$ cat config.mk
export PLATFORM = sky130hd
export DESIGN_NAME = mario_sprite_fetch_flat
export DESIGN_NICKNAME = d
export VERILOG_FILES = /design/src/rtl/mario_sprite_fetch_if.sv /design/src/rtl/mario_sprite_fetch.sv /design/src/flat_wrapper.sv
export SDC_FILE = /design/constraint.sdc
export NUM_CORES = 1
export LEC_CHECK = 0
export ABC_AREA = 1
export CORE_MARGIN = 3
export CORE_UTILIZATION = 40
export DETAILED_ROUTE_END_ITERATION = 10
export DONT_BUFFER_PORTS = 1
export PLACE_DENSITY_LB_ADDON = 0.3
export SYNTH_ARGS = -nofsm -noshare
export SYNTH_HDL_FRONTEND = slang
export SYNTH_SLANG_ARGS = --single-unit
$ cat constraint.sdc
create_clock -name clk -period 4.7 [get_ports clk]
set_input_delay 0.47 -clock clk [delete_from_list [all_inputs] [get_ports clk]]
set_output_delay 0.47 -clock clk [all_outputs]
set_load 0.02 [all_outputs]
$ cat src/rtl/mario_sprite_fetch_if.sv
// Bundle of scan, position and ROM-side signals for the Mario sprite fetch pipeline.
// The master side is the VGA/game logic plus sprite ROM; the slave side is the fetch block.
interface mario_sprite_fetch_if #(
  parameter int ADDR_W = 10,
  parameter int IDX_W  = 3
);
  logic              frame_start;
  logic              pix_valid;
  logic [9:0]        draw_x;
  logic [9:0]        draw_y;
  logic [9:0]        mario_x;
  logic [9:0]        mario_y;
  logic              face_left;
  logic [ADDR_W-1:0] rom_addr;
  logic [IDX_W-1:0]  rom_q;
  logic              pix_on;
  logic [IDX_W-1:0]  pix_idx;
  logic              pix_valid_o;

  modport master (
    output frame_start, pix_valid, draw_x, draw_y, mario_x, mario_y, face_left, rom_q,
    input  rom_addr, pix_on, pix_idx, pix_valid_o
  );

  modport slave (
    input  frame_start, pix_valid, draw_x, draw_y, mario_x, mario_y, face_left, rom_q,
    output rom_addr, pix_on, pix_idx, pix_valid_o
  );
endinterface

$ cat src/rtl/mario_sprite_fetch.sv
// Sprite ROM address generator and pixel stage: 3-cycle fixed pipeline from scan
// position to palette index, with per-frame position shadowing and horizontal flip.
module mario_sprite_fetch #(
  parameter int SPR_W       = 26,
  parameter int SPR_H       = 32,
  parameter int ADDR_W      = 10,
  parameter int IDX_W       = 3,
  parameter int TRANSPARENT = 0
) (
  input logic                clk,
  input logic                reset,
  mario_sprite_fetch_if.slave bus
);

  logic [9:0]        sx;
  logic [9:0]        sy;
  logic              sflip;
  logic [10:0]       x_end;
  logic [10:0]       y_end;
  logic              in_box;
  logic [ADDR_W-1:0] col;
  logic [ADDR_W-1:0] row;
  logic [ADDR_W-1:0] addr_next;
  logic              on_p0;
  logic              vld_p0;
  logic              on_p1;
  logic              vld_p1;
  logic              opaque;

  function automatic logic [ADDR_W-1:0] sprite_addr(input logic [ADDR_W-1:0] r,
                                                     input logic [ADDR_W-1:0] c);
    return r * ADDR_W'(SPR_W) + c;
  endfunction

  // Box bounds are 11-bit so a sprite parked near x/y=1023 cannot wrap onto the screen.
  always_comb begin
    x_end     = {1'b0, sx} + 11'(SPR_W);
    y_end     = {1'b0, sy} + 11'(SPR_H);
    in_box    = bus.pix_valid &&
                (bus.draw_x >= sx) && ({1'b0, bus.draw_x} < x_end) &&
                (bus.draw_y >= sy) && ({1'b0, bus.draw_y} < y_end);
    col       = ADDR_W'(bus.draw_x - sx);
    if (sflip)
      col = ADDR_W'(SPR_W - 1) - col;
    row       = ADDR_W'(bus.draw_y - sy);
    addr_next = in_box ? sprite_addr(row, col) : '0;
  end

  // Stage A: shadow load and address issue; a coincident pixel sees the old shadow.
  always_ff @(posedge clk or posedge reset) begin
    if (reset) begin
      sx           <= '0;
      sy           <= '0;
      sflip        <= 1'b0;
      bus.rom_addr <= '0;
      on_p0        <= 1'b0;
      vld_p0       <= 1'b0;
    end else begin
      if (bus.frame_start) begin
        sx    <= bus.mario_x;
        sy    <= bus.mario_y;
        sflip <= bus.face_left;
      end
      bus.rom_addr <= addr_next;
      on_p0        <= in_box;
      vld_p0       <= bus.pix_valid;
    end
  end

  // Stage B: flags wait while the ROM registers its read.
  always_ff @(posedge clk or posedge reset) begin
    if (reset) begin
      on_p1  <= 1'b0;
      vld_p1 <= 1'b0;
    end else begin
      on_p1  <= on_p0;
      vld_p1 <= vld_p0;
    end
  end

  assign opaque = on_p1 && (bus.rom_q != IDX_W'(TRANSPARENT));

  // Stage C: pixel output, index forced to zero when not drawn.
  always_ff @(posedge clk or posedge reset) begin
    if (reset) begin
      bus.pix_on      <= 1'b0;
      bus.pix_idx     <= '0;
      bus.pix_valid_o <= 1'b0;
    end else begin
      bus.pix_on      <= opaque;
      bus.pix_idx     <= opaque ? bus.rom_q : '0;
      bus.pix_valid_o <= vld_p1;
    end
  end

endmodule

$ cat src/flat_wrapper.sv
// flat-port wrapper written by rule: the top's interface ports become plain ports
module mario_sprite_fetch_flat 
#(
  parameter int SPR_W       = 26,
  parameter int SPR_H       = 32,
  parameter int ADDR_W      = 10,
  parameter int IDX_W       = 3,
  parameter int TRANSPARENT = 0
)
  (clk, reset, bus_frame_start, bus_pix_valid, bus_draw_x, bus_draw_y, bus_mario_x, bus_mario_y, bus_face_left, bus_rom_q, bus_rom_addr, bus_pix_on, bus_pix_idx, bus_pix_valid_o);
  mario_sprite_fetch_if #(.ADDR_W(ADDR_W), .IDX_W(IDX_W)) bus_i ();
  input logic clk;
  input logic reset;
  input wire logic [$bits(bus_i.frame_start)-1:0] bus_frame_start;
  input wire logic [$bits(bus_i.pix_valid)-1:0] bus_pix_valid;
  input wire logic [$bits(bus_i.draw_x)-1:0] bus_draw_x;
  input wire logic [$bits(bus_i.draw_y)-1:0] bus_draw_y;
  input wire logic [$bits(bus_i.mario_x)-1:0] bus_mario_x;
  input wire logic [$bits(bus_i.mario_y)-1:0] bus_mario_y;
  input wire logic [$bits(bus_i.face_left)-1:0] bus_face_left;
  input wire logic [$bits(bus_i.rom_q)-1:0] bus_rom_q;
  output wire logic [$bits(bus_i.rom_addr)-1:0] bus_rom_addr;
  output wire logic [$bits(bus_i.pix_on)-1:0] bus_pix_on;
  output wire logic [$bits(bus_i.pix_idx)-1:0] bus_pix_idx;
  output wire logic [$bits(bus_i.pix_valid_o)-1:0] bus_pix_valid_o;
  assign bus_i.frame_start = bus_frame_start;
  assign bus_i.pix_valid = bus_pix_valid;
  assign bus_i.draw_x = bus_draw_x;
  assign bus_i.draw_y = bus_draw_y;
  assign bus_i.mario_x = bus_mario_x;
  assign bus_i.mario_y = bus_mario_y;
  assign bus_i.face_left = bus_face_left;
  assign bus_i.rom_q = bus_rom_q;
  assign bus_rom_addr = bus_i.rom_addr;
  assign bus_pix_on = bus_i.pix_on;
  assign bus_pix_idx = bus_i.pix_idx;
  assign bus_pix_valid_o = bus_i.pix_valid_o;
  mario_sprite_fetch #(.SPR_W(SPR_W), .SPR_H(SPR_H), .ADDR_W(ADDR_W), .IDX_W(IDX_W), .TRANSPARENT(TRANSPARENT)) u_core (.clk(clk), .reset(reset), .bus(bus_i));
endmodule
After elaboration in Yosys (flattened, before gate mapping):

Index checks and enable logic that the tools add are counted.
Widths: inputs -> output; s select.

* register bits: 40
* input port bits: 48
* output and inout port bits: 15
* logic and storage cells: 31

* add/sub/neg operators: 6
* $mul: 1
* order comparisons: 4
* muxes and demuxes: 3
* reduce and logical (&&, ||, !) cells: 6

Operator list (number)
* $lt 10x11->1: 2
* $ge 10x10->1: 2
* $mux 10: 2
* $sub 10x10->10: 2
* $add 10x5->11 const B: 1
* $add 10x6->11 const B: 1
* $add 10x10->10: 1
* $mul 10x4->9 const B: 1
* $sub 5x10->10 const A: 1
* $logic_and 1x1->1: 5
* $mux 3: 1
* $reduce_bool 3->1: 1

Longest topological paths before layout:

* word-level depth: 6
* mapped depth: 32
* depth with buffers taken out: 31

Worst setup path before layout:

OpenSTA, ideal clock, no wires.

* kind: input to register
* from: input bus_draw_y[0]
* to: register u_core.bus.rom_addr[9]
* setup time: 0.117 ns
* arrival: 4.241 ns
* slack: 0.342 ns
* stages on the path: 26
* path buffers: 0
* cells stage by stage: inv_1 ha_1 inv_1 fa_1 nand3_1 nand3_1 xor2_1 ha_1 inv_1 fa_1 inv_1 ha_1 a21oi_1 nand2_1 xor2_1 ha_1 nand2_1 or2_2 nand3_1 nand3_1 nand2_1 nand3_1 nand2_1 inv_1 nand2_1 a21oi_2

* cells in the longest elaborated chain, start to end: 4
* elaborated cells on any way between the ends: 8

RTL lines
* from (decl): line flat_wrapper.sv:17 `input wire logic [$bits(bus_i.draw_y)-1:0] bus_draw_y;`
* $sub 10x10->10 / $ge 10x10->1 (equally long branches): line mario_sprite_fetch.sv:45, mario_sprite_fetch.sv:41
* $mul 10x4->9 / $logic_and 1x1->1 (equally long branches): line mario_sprite_fetch.sv:32, mario_sprite_fetch.sv:40
* $add 10x10->10 / $logic_and 1x1->1 (equally long branches): line mario_sprite_fetch.sv:32, mario_sprite_fetch.sv:41
* $mux 10 *: line mario_sprite_fetch.sv:46 `addr_next = in_box ? sprite_addr(row, col) : '0;`
* via u_core.addr_next[9]: line mario_sprite_fetch.sv:23 `logic [ADDR_W-1:0] addr_next;`
* to (signal assigned): line mario_sprite_fetch.sv:64 `bus.rom_addr <= addr_next;`
* to (decl): line mario_sprite_fetch_if.sv:27 `output rom_addr, pix_on, pix_idx, pix_valid_o`

Mark *: on every way through the listed nets, which the timed path passes. The rest lies on a longest branch.
A chain may end at the register's enable or synchronous reset.

Final worst setup path:

* from: register u_core.sy[0]
* to: register u_core.bus.rom_addr[9]

* cells in the longest elaborated chain, start to end: 4
* elaborated cells on any way between the ends: 9

RTL lines
* from (decl): line mario_sprite_fetch.sv:16 `logic [9:0] sy;`
* from (signal assigned): line mario_sprite_fetch.sv:61 `sy <= bus.mario_y;`
* $sub 10x10->10, or another cell as far along: line mario_sprite_fetch.sv:45 `row = ADDR_W'(bus.draw_y - sy);`
* $mul 10x4->9, or another cell as far along: line mario_sprite_fetch.sv:32 `return r * ADDR_W'(SPR_W) + c;`
* $add 10x10->10 / $logic_and 1x1->1 (equally long branches): line mario_sprite_fetch.sv:32, mario_sprite_fetch.sv:41
* $mux 10 *: line mario_sprite_fetch.sv:46
* via u_core.addr_next[9]: line mario_sprite_fetch.sv:23

Marks and branches as above.

==> summary.txt <==
Status
  – Outcome: complete, no violations

Detailed routing
  – Vias/cell: 4.84
  – DR iter-0 viols: 110
  – Wire per inst: 12.5 um
  – Drt first pass iters: 4
  – Antenna viol nets, final: 0
  – Vias post-DR: 3202
  – Number of remaining DRC errors: 0
  – Final wirelength: 8.28 mm

Place
  – Pre-CTS setup slack: -0.0165 ns
  – Port buffer count: 0
  – Post-detail-place hpwl: 6.98 mm
  – Gpl congestion: 0.929

Global routing
  – Grt total ovfl: 0
  – GRT Util Overall: 0.159
  – First-pass GRT wire length: 14.5 mm
  – Largest net degree at the start of global routing: 41
  – Vias in the first global route: 3261
  – Initial antenna violation count: 0

Final layout
  – Area Growth Syn to Fin: 7.27%
  – Most frequent cells in the layout: nand2_1, inv_1, ha_1
  – Share of layout cells above drive strength 1: 0.0865
  – Post-route core utilization: 0.449
  – Multi-input logic area: 2590 um2
  – Diode count: 0
  – Most common cell after layout, fill and taps aside: nand2_1
  – Final #Nets: 644
  – Fill count: 949
  – FF+latch area: 1000 um2

Worst setup path
  – CP Data Arrival Time: 4.61 ns
  – CP top delay family: adder cells
  – Critical path depth in cells: 26
  – CP max FO: 4
  – Crit path top cell by count: nand2_1
  – WP data required: 4.91 ns
  – Crit path capture type: register
  – Slowest cell delay on critical path: 0.52 ns
  – WP buf/inv: 5
  – Worst path slowest cell: fa_1
  – WS Path Type: register to register
  – Reg2Reg Depth: 26
  – CP startpoint kind: register

Yosys
  – Post-synth EDFFs: 0
  – Ys async rst share: 1.00
  – Mapped Area: 3940 um2
  – Synth unique cells: 36
  – Most used DFF post-synth: dfrtp_1
  – #FFs+latches synth: 40
  – Mux contribution to synthesized area: 0.00572
  – Ys Warns: 0
  – Post-synthesis net count: 643
  – Sequential cell area fraction in the yosys report: 0.254
  – Post-synthesis simple-gate area fraction: 0.253
  – Largest family of logic cells by synthesized area: simple AND/OR/NAND/NOR gates
  – Adder-cell share of the synthesized area: 0.222
  – Post-Synthesis Cells: 530
  – Post-synthesis xor/xnor area fraction: 0.0842
  – Syn avg cell area: 7.43 um2
  – Compound-Gate Fraction of Synth Area: 0.0820

Timing
  – Setup ws final: 0.304 ns
  – Max frequency: 227 MHz
  – Rel. slew slack: 0.649
  – Slew Limit Fails: 0
  – RSZ-0062 raised after global routing: false
  – Hold Fails Final Rpt: 0
  – Worst-Margin Slew: 0.527 ns
  – Clock period minus final worst setup slack: 4.40 ns
  – Final setup vio count: 0
  – Fin crit share: 0.935
  – Fin Clk Skew: 0.00571 ns

Power
  – Switch share: 0.486
  – LEAKAGE: 0.00228 uW
  – Power Internal: 1240 uW
  – Power Dens Cells: 569 nW/um2
  – VDD IR max: 341 uV
  – Share of total power in the clock network: 0.118
  – Sw Pwr: 1170 uW
  – Logic pwr share: 0.714
  – Pwr Total: 2410 uW
  – Sequential Power Share: 0.168

Worst hold path
  – Worst hold path class: input port to async pin

Floorplanning
  – Core area: 9420 um2
  – Die H: 105 um
  – Io pins: 63
  – Die area: 11100 um2
  – Std cell rows: 35
  – Starting Density: 0.418
  – Die width: 105 um

Clock network
  – Later-pin clock latency in the skew report: 0.29 ns
  – H-Tree Level Count: 2
  – CTS root buf: clkbuf_8
  – Clock tree buffer depth: 2
  – Clock-pin slew on the worst setup and hold paths: 0.08 ns
  – Total CTS buffers: 5
  – Clock sinks: 40
  – CTS Hold Bufs: 0
  – CTS tree: yes

Flow run
  – Max cap viols: 0
## cells in the mapped netlist (3+ instances only)
master | count | area share
fa_1 | 8 | 0.041
inv_1 | 93 | 0.089
clkbuf_1 | 3 | 0.0029
o21ai_0 | 25 | 0.032
nand2_1 | 133 | 0.13
xnor2_1 | 9 | 0.020
ha_1 | 57 | 0.18
nand4_1 | 8 | 0.013
o21bai_1 | 3 | 0.0057
nor2_1 | 21 | 0.020
dfrtp_1 | 40 | 0.25
a21oi_1 | 21 | 0.027
nor3_1 | 5 | 0.0064
nor2_2 | 12 | 0.019
xor2_1 | 27 | 0.060
nand3_1 | 32 | 0.041
nand2_2 | 9 | 0.014
## state kept, by name, indices dropped and copies added, names as in the netlist
name / cells
u_core.on_p1: 1
u_core.sx: 10
u_core.bus.pix_on: 1
u_core.vld_p1: 1
u_core.on_p0: 1
u_core.bus.pix_idx: 3
u_core.sflip: 1
u_core.vld_p0: 1
u_core.bus.pix_valid_o: 1
u_core.bus.rom_addr: 10
u_core.sy: 10
## what timing repair did
action,in CTS,in global routing
resized for setup,0,9
endpoints found under the setup margin,0,1
buffers inserted,0,1
hold endpoints to repair,0,0
## worst paths after layout
kind / start / endpoint / slack, ns
worst min-delay path: reset / u_core.sy[1] / 0.18
worst max-delay path: u_core.sy[0] / u_core.bus.rom_addr[9] / 0.30
min in group clk: bus_pix_valid / u_core.vld_p0 / 0.21
max in group asynchronous: reset / u_core.bus.rom_addr[8] / 4.15
worst max register to register: u_core.sy[0] / u_core.bus.rom_addr[9] / 0.30
worst min register to register: u_core.on_p0 / u_core.on_p1 / 0.35
## power by group through the flow
stage	Clock [uW]	Combinational [uW]	Sequential, uW
3_3_place_gp	0	1610	411
4_1_cts	298	1690	405
5_1_grt	309	1980	408
2_1_floorplan	0	1390	406
3_5_place_dp	0	1680	412
6_report	284	1720	404
## cell families (layout without fill, tap and decap cells)
kind of cell,after synthesis,count (layout)
AO/OA/AOI/OAI,58,58
XOR/XNOR,37,37
adder cells (fa/ha/maj),65,65
buffers and inverters,101,103
flip-flops,40,40
multiplexers,2,2
AND/OR/NAND/NOR,227,227
## through the flow
| stage | setup TNS, ns | cell area, um2 | instances | hold WS, ns |
|---|---|---|---|---|
| after floorplan | 0 | 3940 | 530 | 0.331 |
| after global placement | 0 | 4070 | 652 | 0.332 |
| after detailed placement | -0.0165 | 4070 | 652 | 0.335 |
| after CTS | 0 | 4180 | 660 | 0.195 |
| after global routing | 0 | 4230 | 661 | 0.188 |
| final | 0 | 4230 | 661 | 0.179 |
## per-layer routing
layer,global-route usage,up-vias,share of wire
met5,0,-,0
met4,0.0544,0,0.022
met3,0.0325,10,0.050
met2,0.265,61,0.47
met1,0.204,1450,0.46
li1,-,1681,-
## final cells by class
type | count | area share
multi-input combinational | 389 | 0.613
inverter | 93 | 0.0826
tap | 129 | 0.0382
clock buffer | 6 | 0.0172
timing repair buffer | 2 | 0.00355
sequential | 40 | 0.237
clock inverter | 2 | 0.00829
Power figures use the tool's default switching activity.
